## src/rtl/dmem_arbiter_pkg.sv

```systemverilog
// dmem_arbiter_pkg: shared state encoding, master indices and defaults for the data-memory arbiter
package dmem_arbiter_pkg;
    typedef enum logic [1:0] {IDLE, ACCESS, RESP} state_t;
    localparam logic M0 = 1'b0;
    localparam logic M1 = 1'b1;
    localparam int DEFAULT_DEPTH = 128;
    localparam int DEFAULT_MEM_LAT = 1;
endpackage

```

## src/rtl/dmem_arbiter_rr_arbiter2.sv

```systemverilog
// rr_arbiter2: two-way round-robin pick with a registered pointer naming the favoured master
module rr_arbiter2
    import dmem_arbiter_pkg::*;
(
    input  logic       clk,
    input  logic       reset,
    input  logic [1:0] req,
    input  logic       en,
    output logic       valid,
    output logic       idx
);
    logic ptr;
    always_comb begin
        valid = |req;
        idx   = &req ? ptr : (req[1] ? M1 : M0);
    end
    // Only contested grants move the pointer, so a lone requester never steals the next turn.
    always_ff @(posedge clk) begin
        if (reset)
            ptr <= M0;
        else if (en && &req)
            ptr <= ~ptr;
    end
endmodule

```

## src/rtl/dmem_arbiter.sv

```systemverilog
// dmem_arbiter: two-master round-robin arbiter and fixed-latency sequencer for the single-port data memory
module dmem_arbiter
    import dmem_arbiter_pkg::*;
#(
    parameter int DEPTH   = DEFAULT_DEPTH,
    parameter int MEM_LAT = DEFAULT_MEM_LAT
) (
    input  logic        clk,
    input  logic        reset,
    input  logic        m0_req,
    input  logic        m0_we,
    input  logic [31:0] m0_addr,
    input  logic [31:0] m0_wdata,
    output logic [31:0] m0_rdata,
    output logic        m0_done,
    output logic        m0_err,
    input  logic        m1_req,
    input  logic        m1_we,
    input  logic [31:0] m1_addr,
    input  logic [31:0] m1_wdata,
    output logic [31:0] m1_rdata,
    output logic        m1_done,
    output logic        m1_err,
    output logic        mem_read,
    output logic        mem_write,
    output logic [31:0] mem_addr,
    output logic [31:0] mem_wdata,
    input  logic [31:0] mem_rdata
);
    localparam int CW = MEM_LAT > 1 ? $clog2(MEM_LAT) : 1;
    state_t        state;
    logic          win;
    logic [CW-1:0] cnt;
    logic          gnt_valid, gnt_idx;
    logic          sel_we, sel_err;
    logic [31:0]   sel_addr, sel_wdata;

    rr_arbiter2 u_rr (
        .clk  (clk),
        .reset(reset),
        .req  ({m1_req, m0_req}),
        .en   (state == IDLE),
        .valid(gnt_valid),
        .idx  (gnt_idx)
    );

    always_comb begin
        sel_we    = gnt_idx ? m1_we : m0_we;
        sel_addr  = gnt_idx ? m1_addr : m0_addr;
        sel_wdata = gnt_idx ? m1_wdata : m0_wdata;
        sel_err   = sel_addr >= 32'($unsigned(DEPTH));
    end

    // The strobes themselves remember read vs write for the whole access.
    always_ff @(posedge clk) begin
        if (reset) begin
            state     <= IDLE;
            win       <= M0;
            cnt       <= '0;
            mem_read  <= 1'b0;
            mem_write <= 1'b0;
            mem_addr  <= '0;
            mem_wdata <= '0;
            m0_done   <= 1'b0;
            m0_err    <= 1'b0;
            m0_rdata  <= '0;
            m1_done   <= 1'b0;
            m1_err    <= 1'b0;
            m1_rdata  <= '0;
        end else begin
            m0_done <= 1'b0;
            m0_err  <= 1'b0;
            m1_done <= 1'b0;
            m1_err  <= 1'b0;
            case (state)
                IDLE: if (gnt_valid) begin
                    win <= gnt_idx;
                    if (sel_err) begin
                        state   <= RESP;
                        m0_done <= gnt_idx == M0;
                        m0_err  <= gnt_idx == M0;
                        m1_done <= gnt_idx == M1;
                        m1_err  <= gnt_idx == M1;
                    end else begin
                        state     <= ACCESS;
                        cnt       <= CW'(MEM_LAT - 1);
                        mem_read  <= !sel_we;
                        mem_write <= sel_we;
                        mem_addr  <= sel_addr;
                        mem_wdata <= sel_wdata;
                    end
                end
                ACCESS: if (cnt == '0) begin
                    state     <= RESP;
                    mem_read  <= 1'b0;
                    mem_write <= 1'b0;
                    m0_done   <= win == M0;
                    m1_done   <= win == M1;
                    if (mem_read && win == M0)
                        m0_rdata <= mem_rdata;
                    if (mem_read && win == M1)
                        m1_rdata <= mem_rdata;
                end else begin
                    cnt <= cnt - 1'b1;
                end
                default: state <= IDLE;
            endcase
        end
    end
endmodule

```

## config.mk

```make
export PLATFORM = sky130hd
export DESIGN_NAME = dmem_arbiter
export DESIGN_NICKNAME = d
export VERILOG_FILES = /design/src/rtl/dmem_arbiter_pkg.sv /design/src/rtl/dmem_arbiter_rr_arbiter2.sv /design/src/rtl/dmem_arbiter.sv
export SDC_FILE = /design/constraint.sdc
export NUM_CORES = 1
export LEC_CHECK = 0
export CAP_MARGIN = 40
export CORE_MARGIN = 1.5
export CORE_UTILIZATION = 39
export DETAILED_ROUTE_END_ITERATION = 8
export HOLD_SLACK_MARGIN = 0.1
export PLACE_DENSITY = 0.9
export SLEW_MARGIN = 20
export SYNTH_ARGS = -nofsm -noshare
export SYNTH_HDL_FRONTEND = slang
export SYNTH_HIERARCHICAL = 1
export SYNTH_SLANG_ARGS = --single-unit
```

## constraint.sdc

```tcl
create_clock -name clk -period 2.6 [get_ports clk]
set_input_delay 0.52 -clock clk [delete_from_list [all_inputs] [get_ports clk]]
set_output_delay 0.52 -clock clk [all_outputs]
set_load 0.02 [all_outputs]
```

# After elaboration in Yosys (flattened, before gate mapping)
# Cells that the tools add are included.
[op_classes]
addsub = 1
n_lt_le_gt_ge = 1
eq_ne = 4
n_mux = 28
bitwise_logic = 6
n_reduce_logical = 16
[ops]
columns = ["operator", "count"]
rows = [
  ["32-bit two-way mux", 2],
  ["32-bit by 8-bit greater-or-equal comparator with 1-bit output, second input constant", 1],
  ["1-bit two-way mux", 17],
  ["3-bit AND reduction", 4],
  ["1-bit one-hot mux with 2 select lines", 5],
  ["2-bit two-way mux", 3],
  ["2-bit != test, second input constant", 3],
  ["1-bit NOT", 6],
  ["2-bit AND reduction", 3],
  ["2-bit one-hot mux with 2 select lines", 1],
  ["4-bit AND reduction", 1],
  ["2-bit OR reduction", 2],
  ["1-bit logical AND", 3],
  ["2-bit by 1-bit equality test with 1-bit output, second input constant", 1],
  ["2-bit logical NOT", 1],
  ["2-bit nonzero test", 1],
  ["1-bit logical NOT", 1],
  ["1-bit subtractor, second input constant", 1],
]
[word_totals]
reg_bits = 139
inputBits = 166
out_inout_bits = 134
word_cells = 70

# Longest topological paths before layout
# Gate-level depths: netlist of run 1.
[depth]
depth_word = 7
ltp_mapped = 9
depth_no_buf = 6

# Modules after synthesis
# The synthesis of run 1 kept the hierarchy.
[modules_own_cells]
columns = ["mod", "instances", "cells_per_inst", "area_each_um2", "seq_area_each_um2"]
rows = [
  ["dmem_arbiter", 1, 604, 5487.8, 2742.6],
  ["rr_arbiter2", 1, 8, 68.8, 20.0],
]

# Least setup slack after synthesis of run 1
# No wires, ideal clock.
[synth_path]
path_type = "input port to flip-flop"
from = "in m1_req"
to = "reg mem_wdata[25]"
setup_ns = 0.121
arrival_time_ns = 2.203
required_time_ns = 2.479
path_slack_ns = 0.276
cell_stages = 8
n_path_buf = 3
path_cell_list = "a21boi_0 -> buf_4 -> nor4b_1 -> nand4_1 -> a221oi_2 -> buf_4 -> buf_8 -> mux2_4"
[synth_via]
elab_chain_len = 6
elab_cells_between_ends = 9
classes_between = "1 x order compare; 4 x mux; 1 x bitwise; 3 x reduce/logical"
[synth_lines]
columns = ["element", "line", "source"]
rows = [
  ["from (decl)", "dmem_arbiter.sv:17", "input logic m1_req,"],
  ["1-bit two-way mux or 2-bit AND reduction (tied branches)", "dmem_arbiter_rr_arbiter2.sv:15", "idx = &req ? ptr : (req[1] ? M1 : M0);"],
  ["1-bit two-way mux", "dmem_arbiter_rr_arbiter2.sv:15", ""],
  ["32-bit two-way mux", "dmem_arbiter.sv:49", "sel_addr = gnt_idx ? m1_addr : m0_addr;"],
  ["32-bit by 8-bit greater-or-equal comparator with 1-bit output", "dmem_arbiter.sv:51", "sel_err = sel_addr >= 32'($unsigned(DEPTH));"],
  ["1-bit NOT (no line)", "n/a", ""],
  ["3-bit AND reduction (no line)", "n/a", ""],
  ["to (signal assigned)", "dmem_arbiter.sv:90", "mem_wdata <= sel_wdata;"],
  ["to (decl)", "dmem_arbiter.sv:27", "output logic [31:0] mem_wdata,"],
]
# Several ways; a longest one is shown, not always the timed one.
# A chain may end at the register's enable or synchronous reset.

# Worst setup path in the final report of run 1
[layout_path]
from = "in m1_req"
to = "reg mem_wdata[9]"
[layout_via]
elab_chain_len = 6
elab_cells_between_ends = 9
classes_between = "1 x order compare; 4 x mux; 1 x bitwise; 3 x reduce/logical"
[layout_lines]
columns = ["element", "line", "source"]
rows = [
  ["1-bit two-way mux or 2-bit AND reduction (tied branches)", "dmem_arbiter_rr_arbiter2.sv:15", ""],
  ["1-bit two-way mux (*)", "dmem_arbiter_rr_arbiter2.sv:15", ""],
  ["via gnt_idx", "dmem_arbiter.sv:34", "logic gnt_valid, gnt_idx;"],
  ["32-bit two-way mux", "dmem_arbiter.sv:49", ""],
  ["32-bit by 8-bit greater-or-equal comparator with 1-bit output", "dmem_arbiter.sv:51", ""],
  ["1-bit NOT (no line)", "n/a", ""],
  ["3-bit AND reduction (no line)", "n/a", ""],
]
# Mark *: on every way through the listed nets, which the timed path passes. The rest lies on a longest branch.

==> impl_metrics.py, run 1 <==
metrics = {
    "synthesis": {
        "number_of_register_bits_inferred_by_synthesis": 138,
        "post_synthesis_share_of_cell_area_spent_on_xor_and_xnor_gates_pct": 0,
        "synth.mux.area_fraction_pct": 15.9,
        "dominant_combinational_cell_family_by_area_after_synthesis": "simple AND/OR/NAND/NOR gates",
        "synth.lib_cells_used.distinct": 32,
        "compound_gate_fraction_of_synth_area_pct": 6.85,
        "synthesis.nets": 778,
        "yosysWarningCount": 6,
        "synth-simple-area-share_pct": 23.7,
        "synth-seq-area-share_pct": 49.7,
        "synth_fa_ha_area_share_pct": 0,
        "mappedNetlistArea_um2": 5560,
        "syn_avg_cell_area_um2": 9.08,
        "synthCells": 612,
    },
    "grt": {
        "via_count_of_the_first_global_routing_pass": 5400,
        "overflow": 0,
        "grt_pass1_wl_um": 26300,
        "grt_start_max_net_pins": 71,
        "grt_antenna_before_repair": 0,
        "grt.total_usage_pct": 22.7,
    },
    "sta": {
        "hold_slack_ns": 0.451,
        "final.setup_skew_ns": 0.00753,
        "drv_slew": 0,
        "setup_repair_after_global_routing_missed_its_margin": "no",
        "max_clock_freq_mhz": 407,
        "finalSetupViolCount": 0,
        "fin_crit_sh_pct": 94.4,
        "timing.final.crit_period_ns": 2.45,
        "timing.max_slew.rel_slack_pct": 55.0,
        "worst_pin_slew_ns": 0.675,
        "timing.final.hold_violations": 0,
    },
    "floorplanning": {
        "placeableCoreArea_um2": 13900,
        "placement_rows": 43,
        "design.die.area_um2": 15000,
        "start_util_pct": 40.0,
        "io-pin-count": 300,
        "fp.dieH_um": 122,
        "die_x_um": 122,
    },
    "cells_and_area": {
        "final_core_util_pct": 67.8,
        "area_growth_pct": 69.4,
        "post_route_cells_drive_above_1_share_pct": 11.4,
        "layout.filler_cells": 1073,
        "layoutNonFillerInstCount": 1102,
        "antenna_cells": 0,
        "final_cell_area_um2": 9420,
        "final_net_count": 1076,
    },
    "cts": {
        "clock_insertion_delay_worst_skew_ns": 0.42,
        "clockBufferDepth": 2,
        "cts-buffers-inserted": 17,
        "number_of_levels_the_h_tree_was_split_into": 4,
        "cts.root.buffer_cell": "clkbuf_16",
        "post_cts.resized_instances": 0,
        "tritoncts": "built",
        "cts_num_sinks": 138,
        "clk_transition_reported_paths_ns": 0.06,
    },
    "drt": {
        "ant_nets": 0,
        "detail_route.iter0.violations": 289,
        "detailedRoute.firstPassIterationCount": 4,
        "detail_route.wl_per_cell_um": 15.6,
        "route.detailed.drc": 0,
        "detail_route.vias_per_cell": 4.83,
        "finalWirelength_um": 17200,
        "routed-via-count": 5320,
    },
    "critical_path": {
        "timing.critical_path.required_ns": 2.90,
        "sort_of_element_at_the_end_of_the_critical_path": "flop",
        "wp_depth": 8,
        "worstPathArrival_ns": 2.76,
        "cell_count_of_the_worst_reg_to_reg_path": 8,
        "critical-path-slowest-cell": "clkdlybuf4s50_1",
        "critPathTopFamily": "buffers and inverters",
        "cp.buffers_inverters": 3,
        "timing.critical_path.slowest_cell_delay_ns": 0.48,
        "worst_setup_path_start_kind": "input port",
        "critical_path_peak_fanout": 10,
        "timing.critical_path.cells": "clkdlybuf4s50_1 > a21boi_4 > nor4b_1 > nand4_1 > a221oi_4 > buf_4 > buf_6 > mux2_2",
        "critPathKind": "input port to flop",
    },
    "status": {
        "run_status": "complete, no violations",
    },
    "pwr": {
        "proportion_of_total_power_due_to_net_switching_pct": 22.8,
        "clock_power_share_pct": 48.2,
        "power.share.combinational_pct": 9.2,
        "power.share.sequential_pct": 42.6,
        "p_total_mw": 4.99,
        "p_sw_mw": 1.14,
        "vdd_drop_max_v": 0.000397,
        "cellPowerDensity_nw_per_um2": 530,
        "leakagePower_nw": 3.47,
        "p_int_mw": 3.85,
    },
    "placed_design": {
        "post-place-cells": 1067,
        "placed_area_um2": 8770,
        "post-dp-hpwl_um": 12600,
        "place.port_buffers": 299,
        "finalWeightedCongestion": 0.759,
    },
    "hold_path": {
        "min-delay-path-class": "flop to flop",
        "min_path_cells": 2,
    },
    "flow_run": {
        "timing.max_cap.violations": 0,
    },
}
cell families after synthesis:
kind of cell / count (synthesis)
buffers and inverters: 48
muxes: 82
and+or+nand+nor: 273
AOI/OAI and AO/OA: 71
DFF: 138
cell type report:
type	instances	area, um^2	share of cell area (%)
Timing Repair Buffer	324	3220	34.2
Clock buffer	17	425	4.52
Inverter	3	11.3	0.120
Multi-Input combinational cell	426	2600	27.6
Sequential cell	138	2760	29.3
Clock inverter	14	165	1.75
Tap cell	180	225	2.39
placed cells by master (no fill, tap or decap), types with 2 or more instances in the layout:
master and instances:
and3_1 2, inv_1 3, bufinv_16 2, inv_8 2
nor3b_1 25, mux2i_1 42, nand3_1 6, nor4_2 2
mux2_4 3, clkinv_4 4, or2_2 3, nand2b_1 2
nor4_1 8, nand4_1 2, dfxtp_1 138, nand2_1 132
inv_6 4, nor2_1 42, nor3_1 4, clkdlybuf4s50_1 298
nor2b_1 41, o32ai_1 2, buf_4 22, a21oi_1 65
clkbuf_16 18, mux2_2 37, buf_12 2
synthesized netlist by cell type, drive strengths merged:
cell	instances	area (um^2)
a221oi	1	15.0
mux2i	42	420
dfxtp	138	2760
nand4	2	12.5
clkbuf	31	116
nand2b	2	12.5
nor2b	41	257
a21oi	65	325
nor4b	2	23.8
buf	14	87.6
mux2	40	462
o31ai	1	7.51
nand3	6	30.0
or2	4	25.0
and3	2	12.5
a22oi	1	7.51
nand2	132	495
a21boi	1	7.51
nor3b	25	188
nor4	10	75.1
nor3	4	20.0
and2b	1	7.51
o32ai	2	17.5
inv	3	11.3
nor2	42	158
flip-flops by register name, indices dropped and copies added (netlist names):
signal and count:
m0_rdata 32, m1_err 1, state 2, mem_addr 32, u_rr/ptr 1, m1_done 1, mem_write 1, mem_read 1
win 1, m1_rdata 32, mem_wdata 32, m0_done 1, m0_err 1
power groups by stage:
stage               Clock, mW  Combinational (mW)  Sequential, mW
global placement            0               0.451            2.17
floorplan                   0               0.142            2.17
finish                   2.40               0.458            2.12
CTS                      2.45               0.461            2.12
detailed placement          0               0.459            2.17
global route             2.55               0.493            2.12
routing by layer:
metal  wire length (um)  up-vias  part of all wire (%)  GRT usage, %
li1                   -     2646                     -             -
met1               6440     2429                    37          24.0
met2               8830      212                    51          40.1
met3               1410       33                   8.2          7.71
met4                554        0                   3.2          11.3
met5                  0        -                     0             0
worst min-delay path: cells and delay by family, from the launching register on:
| kind | cells | cell delay [ns] |
|---|---|---|
| DFF | 1 | 0.30 |
| and+or+nand+nor | 1 | 0.05 |
| AOI/OAI and AO/OA | 1 | 0.05 |
stage by stage:
stage          setup WS, ns  setup TNS (ns)
4_1_cts              0.0935               0
3_5_place_dp         -0.327          -19.77
5_1_grt              0.0224               0
3_3_place_gp         -0.269          -16.14
6_report              0.145               0
2_1_floorplan         0.276               0
final timing paths:
path                                   start            to  slack (ns)
worst min register to register  m1_rdata[17]  m1_rdata[17]        0.45
worst min-delay path            m1_rdata[17]  m1_rdata[17]        0.45
worst max-delay path                  m1_req  mem_wdata[9]        0.15
worst max register to register      u_rr/ptr  mem_wdata[9]        0.33
timing repair:
| action | 4_1_cts | 5_1_grt |
|---|---|---|
| hold buffers | 0 | 0 |
| setup endpoints to repair | 0 | 28 |
| buffers inserted | 0 | 2 |
No activity file was read; power rests on OpenSTA's default activity.
==> run 2, diff against run 1 <==
Settings changed: SETUP_SLACK_MARGIN set to 0.5.
==> run 2 against run 1 <==
  * Non-clock buffer count increased by 3
  * Sequential share of layout area decreased by 1.6 points
  * Critical endpoint is now mem_wdata[25]
  * Cell count increased by 0.27%
  * Combinational power increased by 4.6%
  * Via count increased by 1.6%
  * Cell area increased by 5.7%
  * Sequential power about the same
  * Worst setup slack improved by 0.25 ns
  * Critical path depth unchanged
  * Sequential cell count unchanged
  * Power increased by 7.8%
==> impl_metrics.py, run 2 (same netlist as run 1, synthesis figures left out) <==
metrics = {
    "drt": {
        "route.detailed.drc": 0,
        "detail_route.wl_per_cell_um": 16.8,
        "routed-via-count": 5405,
        "detailedRoute.firstPassIterationCount": 5,
        "detail_route.vias_per_cell": 4.89,
        "finalWirelength_um": 18500,
        "detail_route.iter0.violations": 352,
        "ant_nets": 0,
    },
    "sta": {
        "timing.final.crit_period_ns": 2.20,
        "final.setup_skew_ns": 0.00843,
        "setup_repair_after_global_routing_missed_its_margin": "yes",
        "timing.final.hold_violations": 0,
        "finalSetupViolCount": 0,
        "fin_crit_sh_pct": 84.8,
        "worst_pin_slew_ns": 0.614,
        "drv_slew": 0,
        "max_clock_freq_mhz": 454,
        "timing.max_slew.rel_slack_pct": 59.1,
    },
    "critical_path": {
        "critical_path_peak_fanout": 7,
        "worstPathArrival_ns": 2.51,
        "critPathKind": "input port to flop",
        "worst_setup_path_start_kind": "input port",
        "sort_of_element_at_the_end_of_the_critical_path": "flop",
        "timing.critical_path.required_ns": 2.90,
    },
    "floorplanning": {
        "start_util_pct": 40.0,
        "placement_rows": 43,
        "placeableCoreArea_um2": 13900,
        "design.die.area_um2": 15000,
        "die_x_um": 122,
        "io-pin-count": 300,
        "fp.dieH_um": 122,
    },
    "placed_design": {
        "finalWeightedCongestion": 0.861,
        "place.port_buffers": 299,
        "post-dp-hpwl_um": 12800,
        "post-place-cells": 1063,
    },
    "cts": {
        "cts-buffers-inserted": 17,
        "holdBufCountCts": 0,
        "cts.root.buffer_cell": "clkbuf_16",
        "clockBufferDepth": 2,
        "clk_transition_reported_paths_ns": 0.06,
        "clock_insertion_delay_worst_skew_ns": 0.42,
        "number_of_levels_the_h_tree_was_split_into": 4,
        "cts_num_sinks": 138,
        "tritoncts": "built",
    },
    "grt": {
        "grt_antenna_before_repair": 0,
        "via_count_of_the_first_global_routing_pass": 5303,
        "grt_start_max_net_pins": 60,
        "overflow": 0,
        "grt_pass1_wl_um": 27500,
        "grt.total_usage_pct": 24.2,
    },
    "pwr": {
        "vdd_drop_max_v": 0.000386,
        "leakagePower_nw": 3.67,
        "cellPowerDensity_nw_per_um2": 541,
        "p_total_mw": 5.38,
    },
    "cells_and_area": {
        "layout.filler_cells": 949,
        "area_growth_pct": 79.1,
        "antenna_cells": 0,
        "layoutNonFillerInstCount": 1105,
        "final_common_cell": "clkdlybuf4s50_1",
        "final_net_count": 1079,
        "final_core_util_pct": 71.7,
        "seqCellArea_um2": 2760,
        "final_cell_mix": "286 x clkdlybuf4s50_1, 137 x dfxtp_1, 132 x nand2_1, 65 x a21oi_1",
        "post_route_cells_drive_above_1_share_pct": 13.8,
        "multi_input_area_um2": 2900,
    },
    "status": {
        "run_status": "complete, no violations",
    },
    "flow_run": {
        "timing.max_cap.violations": 0,
    },
    "hold_path": {
        "min-delay-path-class": "flop to flop",
    },
}
run 2: changes by cell type in the layout (fill, tap and decap cells not counted), sizes merged, moves of 2 or more:
cell | previous run | this run
bufinv | 2 | 7
clkdlybuf4s50 | 298 | 286
inv | 9 | 3
clkbuf | 18 | 21
buf | 25 | 27
dlygate4sd2 | 0 | 10
run 2: path summary, 6_finish.rpt:
path / startpoint / to / slack (ns) / cells after the start
worst min register to register: m0_rdata[30] / m0_rdata[30] / 0.45 / 2
worst min-delay path: m0_rdata[30] / m0_rdata[30] / 0.45 / 2
worst max register to register: u_rr/ptr / mem_wdata[25] / 0.40 / 9
worst max-delay path: m1_addr[10] / mem_wdata[25] / 0.40 / 8
run 2: per-layer routing:
metal | part of all wire [%] | GRT usage, % | vias up
met5 | 0 | 0 | -
met4 | 2.8 | 9.74 | 0
met3 | 6.6 | 8.83 | 41
met2 | 50 | 40.9 | 179
met1 | 40 | 27.7 | 2537
li1 | - | - | 2648
run 2: cell type report:
type | count | share of cell area [%]
clock inverter | 12 | 2.48
timing repair buffer | 327 | 33.8
multi-input combinational | 426 | 29.2
sequential | 138 | 27.8
clock buffer | 19 | 4.35
inverter | 3 | 0.113
tap | 180 | 2.26
run 2: power by group:
group          total, mW  internal [mW]  switching, mW
clock               2.77           1.89          0.883
sequential          2.13           2.12        0.00347
combinational      0.479          0.294          0.185
run 2: critical path, stage by stage:
cell and delay, ns:
clkdlybuf4s50_1 0.45, nor4b_4 0.28, nand4_1 0.21, a221oi_4 0.31, buf_6 0.17, buf_12 0.11, clkbuf_16 0.16, mux2_4 0.29
run 2: through the flow:
stage	hold slack, ns	setup WS (ns)	TNS [ns]	instance area, um^2
after floorplan	0.444	0.370	0	5670
after CTS	0.454	0.426	0	9790
after detailed placement	0.447	-0.395	-23.34	8860
after global placement	0.441	-0.334	-19.93	8860
final	0.451	0.395	0	9950
after global routing	0.469	0.317	0	9950
run 2: timing repair:
item | 4_1_cts | 5_1_grt
buffers inserted | 4 | 1
endpoints found under the setup margin | 72 | 73
cloned | 3 | 3
gates resized for setup | 40 | 20
pin swaps | 8 | 14
endpoints found under the hold margin | 0 | 0
